--- src/rtl/muldiv_if.sv ---
// Issue, ID-hazard and writeback signals shared between the core and muldiv_unit.
interface muldiv_if #(
    parameter int XLEN   = 32,
    parameter int REG_AW = 5
);
    logic              issue_valid;
    logic [2:0]        issue_op;
    logic [XLEN-1:0]   issue_a;
    logic [XLEN-1:0]   issue_b;
    logic [REG_AW-1:0] issue_rd;
    logic              issue_flush;
    logic              issue_ready;
    logic              id_rs1_re;
    logic [REG_AW-1:0] id_rs1_addr;
    logic              id_rs2_re;
    logic [REG_AW-1:0] id_rs2_addr;
    logic              id_rd_we;
    logic [REG_AW-1:0] id_rd_addr;
    logic              stall_req;
    logic              wb_valid;
    logic [REG_AW-1:0] wb_addr;
    logic [XLEN-1:0]   wb_data;

    modport master (
        output issue_valid, issue_op, issue_a, issue_b, issue_rd, issue_flush,
        output id_rs1_re, id_rs1_addr, id_rs2_re, id_rs2_addr, id_rd_we, id_rd_addr,
        input  issue_ready, stall_req, wb_valid, wb_addr, wb_data
    );
    modport slave (
        input  issue_valid, issue_op, issue_a, issue_b, issue_rd, issue_flush,
        input  id_rs1_re, id_rs1_addr, id_rs2_re, id_rs2_addr, id_rd_we, id_rd_addr,
        output issue_ready, stall_req, wb_valid, wb_addr, wb_data
    );
endinterface

--- src/rtl/muldiv_unit.sv ---
// RV32M multiply (pipelined) and divide (iterative, 1 bit/cycle) unit with a
// shared registered writeback port and an in-flight scoreboard driving stall_req.
module muldiv_unit #(
    parameter int XLEN        = 32,
    parameter int MULT_STAGES = 3,
    parameter int REG_AW      = 5
) (
    input logic   clk,
    input logic   rst,
    muldiv_if.slave bus
);
    localparam logic [1:0] S_IDLE = 2'd0, S_CALC = 2'd1, S_DONE = 2'd2;
    localparam int CW   = $clog2(XLEN + 1);
    localparam int NREG = 1 << REG_AW;

    logic [1:0] st;
    logic       is_div, acc, acc_mul, acc_div;

    assign is_div          = bus.issue_op[2];
    assign bus.issue_ready = !(is_div && st != S_IDLE);
    assign acc             = bus.issue_valid & ~bus.issue_flush & bus.issue_ready;
    assign acc_mul         = acc & ~is_div & (bus.issue_rd != '0);
    assign acc_div         = acc & is_div;

    // Product computed at issue; only the result travels down the pipe.
    logic                     a_s, b_s;
    logic signed [2*XLEN-1:0] ma, mb, prod;
    logic [XLEN-1:0]          mres;

    assign a_s  = (bus.issue_op == 3'd1) || (bus.issue_op == 3'd2);
    assign b_s  = (bus.issue_op == 3'd1);
    assign ma   = {{XLEN{a_s & bus.issue_a[XLEN-1]}}, bus.issue_a};
    assign mb   = {{XLEN{b_s & bus.issue_b[XLEN-1]}}, bus.issue_b};
    assign prod = ma * mb;
    assign mres = (bus.issue_op[1:0] == 2'b00) ? prod[XLEN-1:0] : prod[2*XLEN-1:XLEN];

    logic              mfin_vld;
    logic [REG_AW-1:0] mfin_rd;
    logic [XLEN-1:0]   mfin_data;
    logic [NREG-1:0]   pipe_busy;

    // The wb register is the last of the MULT_STAGES stages.
    generate
        if (MULT_STAGES == 1) begin : g_comb
            assign mfin_vld  = acc_mul;
            assign mfin_rd   = bus.issue_rd;
            assign mfin_data = mres;
            assign pipe_busy = '0;
        end else begin : g_pipe
            localparam int PS = MULT_STAGES - 1;
            logic [PS-1:0]             vld_pipe;
            logic [PS-1:0][REG_AW-1:0] rd_pipe;
            logic [PS-1:0][XLEN-1:0]   dat_pipe;

            always_ff @(posedge clk) begin
                if (rst) vld_pipe <= '0;
                else begin
                    vld_pipe[0] <= acc_mul;
                    for (int i = 1; i < PS; i++) vld_pipe[i] <= vld_pipe[i-1];
                end
            end

            always_ff @(posedge clk) begin
                rd_pipe[0]  <= bus.issue_rd;
                dat_pipe[0] <= mres;
                for (int i = 1; i < PS; i++) begin
                    rd_pipe[i]  <= rd_pipe[i-1];
                    dat_pipe[i] <= dat_pipe[i-1];
                end
            end

            always_comb begin
                pipe_busy = '0;
                for (int i = 0; i < PS; i++)
                    if (vld_pipe[i]) pipe_busy[rd_pipe[i]] = 1'b1;
            end

            assign mfin_vld  = vld_pipe[PS-1];
            assign mfin_rd   = rd_pipe[PS-1];
            assign mfin_data = dat_pipe[PS-1];
        end
    endgenerate

    logic [CW-1:0]     cnt;
    logic [XLEN-1:0]   dq, dr, db, dres;
    logic [REG_AW-1:0] drd;
    logic              neg_q, neg_r, is_rem;
    logic [XLEN:0]     shl, diff;
    logic [XLEN-1:0]   it_r, it_q, fin_div, div_out;
    logic              a_neg, b_neg, ovf, div_rdy, div_retire, div_wb;

    assign a_neg = ~bus.issue_op[0] & bus.issue_a[XLEN-1];
    assign b_neg = ~bus.issue_op[0] & bus.issue_b[XLEN-1];
    assign ovf   = ~bus.issue_op[0] && bus.issue_a == {1'b1, {(XLEN-1){1'b0}}}
                   && bus.issue_b == '1;

    assign shl     = {dr, dq[XLEN-1]};
    assign diff    = shl - {1'b0, db};
    assign it_r    = diff[XLEN] ? shl[XLEN-1:0] : diff[XLEN-1:0];
    assign it_q    = {dq[XLEN-2:0], ~diff[XLEN]};
    assign fin_div = is_rem ? (neg_r ? -it_r : it_r) : (neg_q ? -it_q : it_q);

    // The final iteration feeds the wb mux directly; DONE only holds results
    // that lost arbitration or came from the special cases.
    assign div_rdy    = (st == S_CALC && cnt == CW'(1)) || st == S_DONE;
    assign div_out    = (st == S_DONE) ? dres : fin_div;
    assign div_retire = div_rdy & (~mfin_vld | (drd == '0));
    assign div_wb     = div_rdy & ~mfin_vld & (drd != '0);

    always_ff @(posedge clk) begin
        if (rst) begin
            st  <= S_IDLE;
            cnt <= '0;
        end else begin
            case (st)
                S_IDLE: if (acc_div) begin
                    drd <= bus.issue_rd;
                    if (bus.issue_b == '0) begin
                        dres <= bus.issue_op[1] ? bus.issue_a : '1;
                        st   <= S_DONE;
                    end else if (ovf) begin
                        dres <= bus.issue_op[1] ? '0 : bus.issue_a;
                        st   <= S_DONE;
                    end else begin
                        dq     <= a_neg ? -bus.issue_a : bus.issue_a;
                        db     <= b_neg ? -bus.issue_b : bus.issue_b;
                        dr     <= '0;
                        neg_q  <= a_neg ^ b_neg;
                        neg_r  <= a_neg;
                        is_rem <= bus.issue_op[1];
                        cnt    <= CW'(XLEN);
                        st     <= S_CALC;
                    end
                end
                S_CALC: begin
                    dr  <= it_r;
                    dq  <= it_q;
                    cnt <= cnt - 1'b1;
                    if (cnt == CW'(1)) begin
                        dres <= fin_div;
                        st   <= div_retire ? S_IDLE : S_DONE;
                    end
                end
                S_DONE: if (div_retire) st <= S_IDLE;
                default: st <= S_IDLE;
            endcase
        end
    end

    always_ff @(posedge clk) begin
        if (rst) begin
            bus.wb_valid <= 1'b0;
            bus.wb_addr  <= '0;
            bus.wb_data  <= '0;
        end else begin
            bus.wb_valid <= 1'b0;
            if (mfin_vld) begin
                bus.wb_valid <= 1'b1;
                bus.wb_addr  <= mfin_rd;
                bus.wb_data  <= mfin_data;
            end else if (div_wb) begin
                bus.wb_valid <= 1'b1;
                bus.wb_addr  <= drd;
                bus.wb_data  <= div_out;
            end
        end
    end

    // The register on wb_* is still in flight until the regfile latches it.
    logic [NREG-1:0] busy;
    always_comb begin
        busy = pipe_busy;
        if (st != S_IDLE) busy[drd] = 1'b1;
        if (bus.wb_valid) busy[bus.wb_addr] = 1'b1;
        busy[0] = 1'b0;
    end

    assign bus.stall_req = (bus.id_rs1_re & busy[bus.id_rs1_addr])
                         | (bus.id_rs2_re & busy[bus.id_rs2_addr])
                         | (bus.id_rd_we  & busy[bus.id_rd_addr]);
endmodule

--- src/flat_wrapper.sv ---
// flat-port wrapper written by rule: the top's interface ports become plain ports
module muldiv_unit_flat 
#(
    parameter int XLEN        = 32,
    parameter int MULT_STAGES = 3,
    parameter int REG_AW      = 5
)
  (clk, rst, bus_issue_valid, bus_issue_op, bus_issue_a, bus_issue_b, bus_issue_rd, bus_issue_flush, bus_id_rs1_re, bus_id_rs1_addr, bus_id_rs2_re, bus_id_rs2_addr, bus_id_rd_we, bus_id_rd_addr, bus_issue_ready, bus_stall_req, bus_wb_valid, bus_wb_addr, bus_wb_data);
  muldiv_if #(.XLEN(XLEN), .REG_AW(REG_AW)) bus_i ();
  input logic clk;
  input logic rst;
  input wire logic [$bits(bus_i.issue_valid)-1:0] bus_issue_valid;
  input wire logic [$bits(bus_i.issue_op)-1:0] bus_issue_op;
  input wire logic [$bits(bus_i.issue_a)-1:0] bus_issue_a;
  input wire logic [$bits(bus_i.issue_b)-1:0] bus_issue_b;
  input wire logic [$bits(bus_i.issue_rd)-1:0] bus_issue_rd;
  input wire logic [$bits(bus_i.issue_flush)-1:0] bus_issue_flush;
  input wire logic [$bits(bus_i.id_rs1_re)-1:0] bus_id_rs1_re;
  input wire logic [$bits(bus_i.id_rs1_addr)-1:0] bus_id_rs1_addr;
  input wire logic [$bits(bus_i.id_rs2_re)-1:0] bus_id_rs2_re;
  input wire logic [$bits(bus_i.id_rs2_addr)-1:0] bus_id_rs2_addr;
  input wire logic [$bits(bus_i.id_rd_we)-1:0] bus_id_rd_we;
  input wire logic [$bits(bus_i.id_rd_addr)-1:0] bus_id_rd_addr;
  output wire logic [$bits(bus_i.issue_ready)-1:0] bus_issue_ready;
  output wire logic [$bits(bus_i.stall_req)-1:0] bus_stall_req;
  output wire logic [$bits(bus_i.wb_valid)-1:0] bus_wb_valid;
  output wire logic [$bits(bus_i.wb_addr)-1:0] bus_wb_addr;
  output wire logic [$bits(bus_i.wb_data)-1:0] bus_wb_data;
  assign bus_i.issue_valid = bus_issue_valid;
  assign bus_i.issue_op = bus_issue_op;
  assign bus_i.issue_a = bus_issue_a;
  assign bus_i.issue_b = bus_issue_b;
  assign bus_i.issue_rd = bus_issue_rd;
  assign bus_i.issue_flush = bus_issue_flush;
  assign bus_i.id_rs1_re = bus_id_rs1_re;
  assign bus_i.id_rs1_addr = bus_id_rs1_addr;
  assign bus_i.id_rs2_re = bus_id_rs2_re;
  assign bus_i.id_rs2_addr = bus_id_rs2_addr;
  assign bus_i.id_rd_we = bus_id_rd_we;
  assign bus_i.id_rd_addr = bus_id_rd_addr;
  assign bus_issue_ready = bus_i.issue_ready;
  assign bus_stall_req = bus_i.stall_req;
  assign bus_wb_valid = bus_i.wb_valid;
  assign bus_wb_addr = bus_i.wb_addr;
  assign bus_wb_data = bus_i.wb_data;
  muldiv_unit #(.XLEN(XLEN), .MULT_STAGES(MULT_STAGES), .REG_AW(REG_AW)) u_core (.clk(clk), .rst(rst), .bus(bus_i));
endmodule
--- config.mk ---
export PLATFORM = sky130hd
export DESIGN_NAME = muldiv_unit_flat
export DESIGN_NICKNAME = d
export VERILOG_FILES = /design/src/rtl/muldiv_if.sv /design/src/rtl/muldiv_unit.sv /design/src/flat_wrapper.sv
export SDC_FILE = /design/constraint.sdc
export NUM_CORES = 2
export LEC_CHECK = 0
export BUFFER_PORTS_ARGS = -buffer_cell sky130_fd_sc_hd__buf_2
export CORE_MARGIN = 5
export CORE_UTILIZATION = 28
export DETAILED_ROUTE_END_ITERATION = 8
export GPL_TIMING_DRIVEN = 0
export PLACE_DENSITY_LB_ADDON = 0.3
export SYNTH_ARGS = -nofsm -noshare
export SYNTH_HDL_FRONTEND = slang
export SYNTH_SLANG_ARGS = --single-unit
--- constraint.sdc ---
create_clock -name clk -period 20.8 [get_ports clk]
set_clock_uncertainty 0.05 [all_clocks]
set_input_delay 2.08 -clock clk [delete_from_list [all_inputs] [get_ports clk]]
set_output_delay 2.08 -clock clk [all_outputs]
set_load 0.005 [all_outputs]
==> metrics.yaml <==
status: "finished, violations left"
violations: "max-capacitance violations, max-slew violations"
io-pin-count: 134
row_count: 162
nets: 7805
async_reset_ff_share_pct: 0
critPathRequiredTime_ps: 21240
tns_ps: 0
antenna_found_initial: 38
h-tree-depth: 1
routabilityCongestion: 0.971
slew_violations: 42
cp.arrival_ps: 13930
ys_ff_latch: 258
rsz0062_at_grt: "no"
fp.dieW_um: 453
syn_inst: 6205
synth_edf_count: 136
ctsResizeCount: 0
drtIter0Drc: 4478
hold_viol_final: 0
yosys.area.top_type: "fa_1"
hold_class: "reg2reg"
ys_seq_area_share_pct: 11.9
critPathMostFrequentCell: "fa_1"
setup_viol: 0
avgSynthCellArea_um2: 8.87
worstMarginPinSlew_ps: 1560
fmax_mhz: 74.1
cts_tree: "yes"
clk-insertion-delay-late_ps: 600
layout_common_cells: "inv_1 (1,250), fa_1 (1,126), nand2_1 (949)"
start_util_pct: 28.2
layout_commonest_cell: "inv_1"
port_buffers: 90
grt_pass1_vias: 48314
synth_top_area_share_pct: 41.0
syn_to_final_growth_pct: 8.92
path_max_fanout: 11
root_buffer: "clkbuf_16"
grt.overflow.total: 0
synth_ff_type: "edfxtp_1"
drive_above_1_share_pct: 4.01
grt_start_max_net_pins: 32
grt_first_pass_wirelength_um: 341000
cpPeakStageDelay_ps: 960
vias_per_cell: 5.12
maxCapViolations: 4
worst_path_max_delay_cell: "fa_1"
die-area_um2: 206000
postCtsHoldBufs: 0
startpoint_type: "input port"
finalWirelength_um: 235000
yosysUniqueCellTypes: 88
synth.area.top_cells: "fa_1 (41%), inv_1 (8.5%), edfxtp_1 (7.4%)"
antenna_left: 0
layout_min_cycle_time_ps: 13490
endpoint_kind: "flip-flop"
cts_buffers: 28
numClockSinks: 258
cts_setup_buffers: 0
first_pass_iters: 8
max_slew_margin_pct: -3.93
drc_errors: 0
fill_cells: 20769
vias: 46100
clk_pin_slew_worst_paths_ps: 70
syn_area_um2: 55000
routedWlPerCell_um: 26.1
grtUsageTotal_pct: 22.8
critPathKind: "in2reg"
yosysWarnings: 0
synth_fp_nets: 7676
core_um2: 195000
clock_path_buffers: 3
period_share_pct: 64.8
hpwl_um: 195000
fp.dieH_um: 453
[layer usage]
metal	up-vias	GRT usage [%]	share of wire, %	wire [µm]
li1	19448	-	-	-
met1	23882	30.1	40	94800
met2	2241	36.3	45	106000
met3	513	3.88	8.6	20200
met4	16	11.0	6.0	14100
met5	-	0	0.058	136
[cell usage after synthesis, drive strengths merged (22+ instances only)]
cell type,n
a211oi,44
a21o,60
a21oi,190
a221oi,23
a31oi,25
and2,312
and3,30
buf,100
clkbuf,286
dfxtp,122
edfxtp,136
fa,1126
ha,251
inv,1252
mux2i,32
mux4,27
nand2,949
nand2b,26
nand3,58
nor2,253
nor2b,23
nor3,71
nor4,22
o211ai,44
o21ai,190
o31ai,31
or2,22
or3,33
xnor2,118
xor2,86
[cells by family (layout without fill, tap and decap cells)]
| family | Yosys count | after routing | share of synthesized area [%] |
|---|---|---|---|
| xor+xnor | 204 | 204 | 3.25 |
| other cells | 0 | 19 | 0 |
| simple gates | 1889 | 1889 | 16.0 |
| mux | 66 | 66 | 1.83 |
| fa+ha+maj | 1377 | 1377 | 46.7 |
| compound gates | 773 | 773 | 9.15 |
| buf+inv | 1638 | 1789 | 11.2 |
| flops | 258 | 258 | 11.9 |
[registers in the layout, indices dropped and copies added (netlist names), 5 cells and up]
name                    cells
u_core.dres                32
u_core.g_pipe.rd_pipe       5
u_core.dr                  32
u_core.mfin_rd              5
u_core.db                  32
u_core.g_pipe.dat_pipe     32
u_core.cnt                  6
u_core.dq                  32
u_core.bus.wb_addr          5
u_core.drd                  5
u_core.bus.wb_data         32
u_core.mfin_data           32
[area by class of cell]
type	count	area, µm²	share of cell area (%)
inverters	1252	4700	7.84
clock buffers	37	776	1.29
flip-flops and latches	258	6530	10.9
clock inverters	15	163	0.271
well taps	2624	3280	5.48
diodes	19	47.5	0.0793
repair buffers	99	602	1.00
multi-input cells	4309	42400	70.7
plain buffers	386	1480	2.47
[critical path: cells and delay by family]
kind	cells	cell delay, ps
compound gates	7	2220
simple gates	5	1650
buf+inv	8	2390
xor+xnor	1	110
fa+ha+maj	9	5440
[per-stage QoR]
stage | utilization, % | cells | hold WS [ps] | setup WS, ps | instance area, µm²
2_1_floorplan | - | 6205 | 260 | 10230 | 55000
3_3_place_gp | 30.1 | 8919 | 264 | 6690 | 58800
3_5_place_dp | 30.2 | 8927 | 262 | 6660 | 58900
4_1_cts | 30.7 | 8979 | 278 | 7230 | 59900
5_1_grt | 30.7 | 8986 | 286 | 6910 | 59900
6_report | 30.7 | 8999 | 277 | 7310 | 59900
[final timing paths]
path                                                       endpoint  slack [ps]                          startpoint  cells past startpoint
worst max-delay path             u_core.g_pipe.dat_pipe[31]$_DFF_P_        7310                     bus_issue_op[1]                     30
worst min register to register         u_core.mfin_data[11]$_DFF_P_         280  u_core.g_pipe.dat_pipe[11]$_DFF_P_                      0
worst min-delay path                   u_core.mfin_data[11]$_DFF_P_         280  u_core.g_pipe.dat_pipe[11]$_DFF_P_                      0
worst max register to register  u_core.bus.wb_data[26]$_SDFFE_PP0P_       13530             u_core.dq[31]$_DFFE_PP_                     25
Power is left out: the tool's default activity adds up to more than one toggle a clock period on the data nets, which glitch-free logic cannot reach.
